===== src/rtl/pc_stack_unit.sv =====
// Program-counter sequencer with a hardware return-address stack.
// Handles sequential/relative/absolute/return flow, calls, co-routine swaps and sticky stack errors.
module pc_stack_unit #(
  parameter int unsigned     PC_W     = 12,
  parameter int unsigned     OFF_W    = 8,
  parameter int unsigned     DEPTH    = 8,
  parameter logic [PC_W-1:0] RESET_PC = '0
) (
  input  logic                         clk,
  input  logic                         reset,
  input  logic                         stall,
  input  logic [1:0]                   pc_sel,
  input  logic [OFF_W-1:0]             offset,
  input  logic [PC_W-1:0]              target,
  input  logic                         push,
  input  logic                         err_clr,
  output logic [PC_W-1:0]              pc,
  output logic [PC_W-1:0]              pc_plus1,
  output logic [PC_W-1:0]              ret_addr,
  output logic [$clog2(DEPTH+1)-1:0]   count,
  output logic                         empty,
  output logic                         full,
  output logic                         ovf_err,
  output logic                         unf_err
);

  localparam int unsigned CW = $clog2(DEPTH + 1);
  localparam int unsigned IW = $clog2(DEPTH);

  typedef enum logic [1:0] {
    SEL_SEQ = 2'b00,
    SEL_REL = 2'b01,
    SEL_ABS = 2'b10,
    SEL_RET = 2'b11
  } sel_e;

  logic [PC_W-1:0] stack [DEPTH];
  logic [IW-1:0]   top_idx;
  logic [IW-1:0]   wr_idx;
  logic [PC_W-1:0] off_ext;
  logic [PC_W-1:0] next_pc;
  logic [CW-1:0]   next_count;
  logic            stk_we;
  logic            ovf_ev;
  logic            unf_ev;
  sel_e            sel;

  assign sel      = sel_e'(pc_sel);
  assign pc_plus1 = pc + PC_W'(1);
  assign empty    = (count == '0);
  assign full     = (count == CW'(DEPTH));
  // Index is only meaningful when non-empty; the wrapped value on empty is masked below.
  assign top_idx  = IW'(count - CW'(1));
  assign ret_addr = empty ? '0 : stack[top_idx];
  assign off_ext  = {{(PC_W-OFF_W){offset[OFF_W-1]}}, offset};

  always_comb begin
    next_pc = pc_plus1;
    unique case (sel)
      SEL_SEQ: next_pc = pc_plus1;
      SEL_REL: next_pc = pc_plus1 + off_ext;
      SEL_ABS: next_pc = target;
      SEL_RET: next_pc = empty ? pc_plus1 : ret_addr;
    endcase
  end

  always_comb begin
    next_count = count;
    stk_we     = 1'b0;
    wr_idx     = IW'(count);
    ovf_ev     = 1'b0;
    unf_ev     = 1'b0;
    if (sel == SEL_RET) begin
      if (empty) begin
        unf_ev = 1'b1;
        if (push) begin
          stk_we     = 1'b1;
          wr_idx     = '0;
          next_count = CW'(1);
        end
      end else if (push) begin
        // Co-routine swap: pop and push collapse into an overwrite of the top entry.
        stk_we = 1'b1;
        wr_idx = top_idx;
      end else begin
        next_count = count - CW'(1);
      end
    end else if (push) begin
      if (full) begin
        ovf_ev = 1'b1;
      end else begin
        stk_we     = 1'b1;
        wr_idx     = IW'(count);
        next_count = count + CW'(1);
      end
    end
  end

  always_ff @(posedge clk) begin
    if (!reset) begin
      pc      <= RESET_PC;
      count   <= '0;
      ovf_err <= 1'b0;
      unf_err <= 1'b0;
    end else if (!stall) begin
      pc      <= next_pc;
      count   <= next_count;
      ovf_err <= ovf_ev | (ovf_err & ~err_clr);
      unf_err <= unf_ev | (unf_err & ~err_clr);
    end
  end

  // Stack storage is never cleared; count alone defines which entries are live.
  always_ff @(posedge clk) begin
    if (reset && !stall && stk_we) begin
      stack[wr_idx] <= pc_plus1;
    end
  end

endmodule


===== config.mk =====
export PLATFORM = sky130hd
export DESIGN_NAME = pc_stack_unit
export DESIGN_NICKNAME = d
export VERILOG_FILES = /design/src/rtl/pc_stack_unit.sv
export SDC_FILE = /design/constraint.sdc
export NUM_CORES = 1
export LEC_CHECK = 0
export CAP_MARGIN = 30
export CORE_ASPECT_RATIO = 2
export CORE_MARGIN = 3
export CORE_UTILIZATION = 55
export CTS_CLUSTER_SIZE = 10
export DETAILED_ROUTE_END_ITERATION = 10
export DONT_BUFFER_PORTS = 1
export HOLD_SLACK_MARGIN = 0.15
export PLACE_DENSITY = 0.78
export SLEW_MARGIN = 20
export SYNTH_ARGS = -nofsm -noshare
export SYNTH_HDL_FRONTEND = slang
export SYNTH_SLANG_ARGS = --single-unit

===== constraint.sdc =====
create_clock -name clk -period 6 [get_ports clk]
set_clock_uncertainty 0.15 [all_clocks]
set_input_delay 0.6 -clock clk [delete_from_list [all_inputs] [get_ports clk]]
set_output_delay 0.6 -clock clk [all_outputs]
set_load 0.05 [all_outputs]

==> results of run 1 <==
flip-flops by register name, summed over array words and instances, names as in the netlist:
signal / count
pc: 12
ovf_err: 1
stack: 96
count: 4
unf_err: 1
metal layers:
metal	up-vias	share of wire	track usage
met2	247	0.54	0.477
met3	54	0.094	0.0774
met4	0	0.047	0.180
li1	1672	-	-
met1	1900	0.32	0.296
met5	-	0	0
path summary, 6_finish.rpt:
path / start / to / slack, ps / depth (start not counted)
worst min register to register: unf_err / unf_err / 620 / 2
worst max-delay path: count[1] / ret_addr[6] / 1800 / 5
worst max register to register: pc[2] / pc[11] / 2100 / 10
worst min-delay path: reset / pc[8] / 170 / 2
synth_stat cells (2+ instances only):
cell type  count  share of area
a211o_1        2         0.0032
o211ai_1       2         0.0027
mux2i_1        2         0.0036
a211oi_1       4         0.0054
clkbuf_1      12         0.0081
a311oi_1       2         0.0032
inv_1         10         0.0068
nor3_1        11          0.010
and4_1         2         0.0032
a221o_1        5         0.0091
a21o_1         5         0.0068
nand3_1        7         0.0063
nand2_1       54          0.037
a21oi_1       27          0.024
nor2_1        21          0.014
buf_4          3         0.0041
xor2_1        11          0.017
and3_1         2         0.0023
xnor2_1       10          0.016
o21a_1         4         0.0054
buf_2          5         0.0045
mux4_2        24          0.098
nand2b_1       3         0.0034
nand4_1        4         0.0045
a221oi_1       9          0.014
dfxtp_1       18          0.065
a31oi_1        4         0.0045
edfxtp_1      96           0.52
nor2b_1        2         0.0023
ha_1          18          0.041
mux2_2         2         0.0041
o21ai_0       16          0.014
layout make-up:
type | instances | area, um^2
Sequential cell | 114 | 3240
Inverter | 11 | 46.3
Timing Repair Buffer | 34 | 292
Tap cell | 132 | 165
Clock inverter | 15 | 166
Multi-Input combinational cell | 271 | 2230
Clock buffer | 17 | 425
Fill cell | 646 | 3190
stage by stage:
stage	hold slack, ps	setup slack, ps	area, um^2	util	instances
after floorplan	583	1950	5530	-	417
after CTS	162	1730	6530	0.668	591
final	174	1800	6570	0.673	594
after global placement	559	2170	5860	0.600	551
after detailed placement	570	2120	5920	0.607	558
after global routing	166	1640	6570	0.673	594
worst register-to-register path: stages (launching register included):
cell     delay [ps]
dfxtp_1         820
nand4_1         300
nor2_1          300
and3_1          260
xor2_2          790
ha_1            440
a21o_1          180
a21oi_1         150
o21ai_0         140
xnor2_1         160
o21ai_0          90
power breakdown:
group / switching, mW / internal (mW)
Combinational: 0.268 / 0.138
Sequential: 0.0499 / 0.886
Clock: 0.352 / 0.647
Total: 0.671 / 1.67
kinds of logic after synthesis:
group	synth area share
and+or+nand+nor	0.0952
muxes	0.105
AOI/OAI and AO/OA	0.108
xor gates and xnor gates	0.0333
adders and majority gates	0.0443
buffers and inverters	0.0271
DFF	0.586
==> key figures, run 1 <==
Status
  – Status: completed

Synthesis
  – Syn nets: ~460
  – Post-synth EDFFs: 96
  – Synthesis warning total: 0
  – Post-synth top flop: edfxtp_1
  – Register area share after synthesis: 0.586
  – Synthesized area: ~0.0055 mm^2
  – Syn avg cell area: approximately 13 um^2
  – Flops & latches, synth: between 100 and 150
  – Post-Syn Instances: 417
  – Ys async rst share: 0
  – Netlist cell types: between 50 and 60

Critical path
  – Number of buffers and inverters on the critical path: 1
  – Crit path max fanout: 20
  – Critical path class: reg -> out
  – CP endpoint kind: primary output
  – CP cell instances: inv_1 -> ha_1 -> mux4_2 -> mux2i_1 -> nor2_1
  – Crit path arrival time: between 3000 and 4000 ps
  – CP peak stage delay: around 900 ps
  – Critical Path RT: about 5300 ps
  – Crit path max-delay family: adder cells
  – Crit path launch type: register
  – Slowest-stage cell, CP: ha_1

CTS
  – CTS Hold Buffers Added: 1
  – CTS max path bufs: 2
  – Clk slew on worst S/H paths: ~50 ps
  – CTS tree: yes
  – Post-CTS sizing: 0
  – Root buf cell: clkbuf_16
  – Clock sink count: 114
  – Clock buffer count from CTS: 17
  – Post-CTS setup buffers: 0
  – H-tree depth: 4
  – Clk Latency, worst-skew pair: approximately 420 ps

Pwr
  – Pwr Total: around 2.3 mW
  – Peak supply drop: 262 uV
  – Leakage: roughly 2.4 nW
  – Pwr Density: 356 mW/mm^2

Global routing
  – First-pass GRT wire length: around 23 mm
  – Largest net degree at the start of global routing: 33
  – Vias in the first global route: around 4,100
  – Global Route Usage Sum: 0.278
  – Initial antenna violation count: 0
  – Grt ovf: 0

Floorplanning
  – Initial Util: 0.566
  – Num rows: 51
  – Die area: roughly 0.011 mm^2
  – Die Wd: slightly below 80 um
  – Ports: between 70 and 80
  – Die H: between 100 and 150 um
  – Core Footprint: about 0.01 mm^2

STA
  – Min Tclk post-route: between 4000 and 5000 ps
  – Max Transition Viols Final: 0
  – Final Hold Viols: 0
  – Least-Margin Pin Slew: 994 ps
  – Setup Viol. Count Final: 0
  – Fmax: roughly 240 MHz
  – Setup TNS Final: 0 ps
  – Period utilization: 0.700
  – Rel. slew slack: 0.337
  – Unrepaired setup endpoints after global routing: no

Final layout
  – # diodes: 0
  – NumNets Final: a little under 500
  – Most common cell after layout, fill and taps aside: edfxtp_1
  – Area growth from synthesis to layout: 18.8%
  – Leading cell types in the layout, fill and taps excluded: edfxtp_1 (96), nand2_1 (54), buf_4 (28)
  – Ratio of cells with drive above 1 in the final layout: 0.242

Placement
  – IO buf count: 0
  – RD Place Congestion: approximately 0.9
  – DP HPWL: ~10 mm

Route
  – Antenna Nets Post-Route: 0
  – Via count: 3,873
  – DRC Markers: 0
  – First-pass DRT Iterations: 5
  – Vias/cell: roughly 6.5
  – Initial DRC Count: between 400 and 500
  – Routed wire length per instance: 25.3 um
  – Post-Route WL: approximately 15 mm

Job
  – Max cap viols: 0

Worst hold path
  – Hold Crit Class: in -> reg
Note: power is estimated with default switching activity, not from simulation.
==> inputs of run 2 (changes only) <==
- PLACE_DENSITY: 0.78 -> 0.81
- clock period: 6 -> 3.7 ns (I/O delays scaled with it)
==> run 2 against run 1 <==
Largest power group unchanged. Highest routed layer unchanged. Critical endpoint is now pc[7]. Via count increased by 2.9%. Non-clock buffer count grew 23. Global-route usage shrank 0.18 points. Combinational power is 83% higher.
==> key figures, run 2 (same netlist as run 1, synthesis figures left out) <==
Status
  – Status: completed

Floorplanning
  – Die H: ~150 um
  – Die Wd: between 70 and 80 um
  – Die area: about 0.011 mm^2
  – Ports: 71
  – Num rows: ~50
  – Core Footprint: 0.00976 mm^2
  – Initial Util: 0.566

Final layout
  – Fin util: 0.698
  – Most common cell after layout, fill and taps aside: edfxtp_1
  – Largest Register: stack
  – # diodes: 0
  – Max reg flops: 96
  – Largest regs: stack: 96 flops, pc: 12 flops, count: 4 flops
  – Fillcell total: around 630
  – Ratio of cells with drive above 1 in the final layout: 0.282
  – Area growth from synthesis to layout: 23.2%
  – Leading cell types in the layout, fill and taps excluded: edfxtp_1 (96), nand2_1 (54), buf_4 (46)
  – NumNets Final: a little over 500

Pwr
  – Pwr Density: about 580 mW/mm^2
  – Pwr Total: 3.93 mW
  – Peak supply drop: between 400 and 500 uV
  – Leakage: 2.48 nW

Route
  – Via count: 3,984
  – Post-Route WL: ~15 mm
  – Vias/cell: 6.46
  – DRC Markers: 0
  – First-pass DRT Iterations: 5
  – Initial DRC Count: approximately 350
  – Routed wire length per instance: roughly 24 um
  – Antenna Nets Post-Route: 0

Critical path
  – CP peak stage delay: about 570 ps
  – CP cell instances: buf_4 -> ha_1 -> nand3_2 -> nor2_2 -> xor2_2 -> ha_1 -> a21oi_1 -> o211ai_1 -> nand2_1 -> xnor2_1 -> a22oi_1 -> a21oi_1 -> dlygate4sd3_1
  – Critical path class: reg -> reg
  – Slowest-stage cell, CP: dlygate4sd3_1
  – Crit path arrival time: between 3000 and 4000 ps
  – CP endpoint kind: register
  – Crit path max fanout: 5
  – Critical Path RT: between 3000 and 4000 ps
  – Crit path launch type: register

Placement
  – Pre-CTS setup slack: around 420 ps
  – RD Place Congestion: about 0.85
  – IO buf count: 0
  – DP HPWL: approximately 10 mm

STA
  – Period utilization: 0.937
  – Setup Viol. Count Final: 0
  – Fmax: ~290 MHz
  – Setup TNS Final: 0 ps
  – Fin Hold WS: 159 ps
  – Min Tclk post-route: around 3500 ps
  – Max Transition Viols Final: 0
  – Rel. slew slack: 0.466
  – Final Hold Viols: 0
  – Fin worst setup slack: 235 ps
  – Least-Margin Pin Slew: between 700 and 800 ps
  – Unrepaired setup endpoints after global routing: no

Global routing
  – Initial antenna violation count: 0
  – Global Route Usage Sum: 0.276
  – Grt ovf: 0
  – First-pass GRT wire length: 23.0 mm
  – Vias in the first global route: ~4,100
  – Largest net degree at the start of global routing: 33

Worst hold path
  – Hold Crit Class: in -> reg

CTS
  – CTS max path bufs: 2
  – Clock sink count: between 100 and 150
  – H-tree depth: 4
  – Root buf cell: clkbuf_16
  – Clk slew on worst S/H paths: approximately 50 ps
  – CTS tree: yes
  – Post-CTS setup buffers: 0
  – Clock buffer count from CTS: 17
  – Clk Latency, worst-skew pair: approximately 410 ps

Job
  – Max cap viols: 0
[run 2: worst max-delay path, delay by kind of cell (launching register included)]
family                     cells  cell delay [ps]
buffers and inverters          2              790
AOI/OAI and AO/OA              4              720
adders and majority gates      2              570
and+or+nand+nor                3              530
DFF                            1              300
xor gates and xnor gates       2              290
[run 2: layer usage]
metal / vias to the layer above / GRT usage / part of all wire
li1: 1723 / - / -
met1: 1955 / 0.300 / 0.32
met2: 261 / 0.483 / 0.54
met3: 45 / 0.0799 / 0.096
met4: 0 / 0.143 / 0.042
met5: - / 0 / 0
[run 2: repair_timing]
| item | 4_1_cts | 5_1_grt |
|---|---|---|
| setup endpoints to repair | 0 | 1 |
| hold endpoints to repair | 18 | 0 |
| gates resized for setup | 0 | 2 |
| hold buffers | 11 | 0 |
[run 2: where the power goes]
part	internal, mW	switching (mW)	total (mW)
Combinational	0.240	0.502	0.742
Clock	1.13	0.588	1.72
Sequential	1.44	0.0295	1.47
[run 2: stage by stage]
stage	instances	area, um^2
2_1_floorplan	417	5620
3_3_place_gp	572	6050
3_5_place_dp	574	6070
4_1_cts	617	6810
5_1_grt	617	6810
6_report	617	6810
[run 2: cell type report]
type / instances / area, um^2 / share of cell area
inverter: 11 / 46.3 / 0.00680
clock buffer: 17 / 425 / 0.0624
tap: 132 / 165 / 0.0242
timing repair buffer: 57 / 455 / 0.0669
multi-input combinational: 271 / 2270 / 0.334
sequential: 114 / 3240 / 0.476
clock inverter: 15 / 204 / 0.0299
[run 2: path summary, 6_finish.rpt]
check                                from  endpoint  slack, ps  cells after the start
worst max-delay path                pc[1]     pc[7]        230                     13
worst min-delay path            pc_sel[1]     pc[8]        160                      3
worst max register to register      pc[1]     pc[7]        230                     13
worst min register to register      pc[8]     pc[8]        470                      2
==> inputs of run 3 (changes only) <==
- SKIP_LAST_GASP: unset -> 1
==> results of run 3 <==
The final DEF is identical to that of run 2; final timing and power are the same.
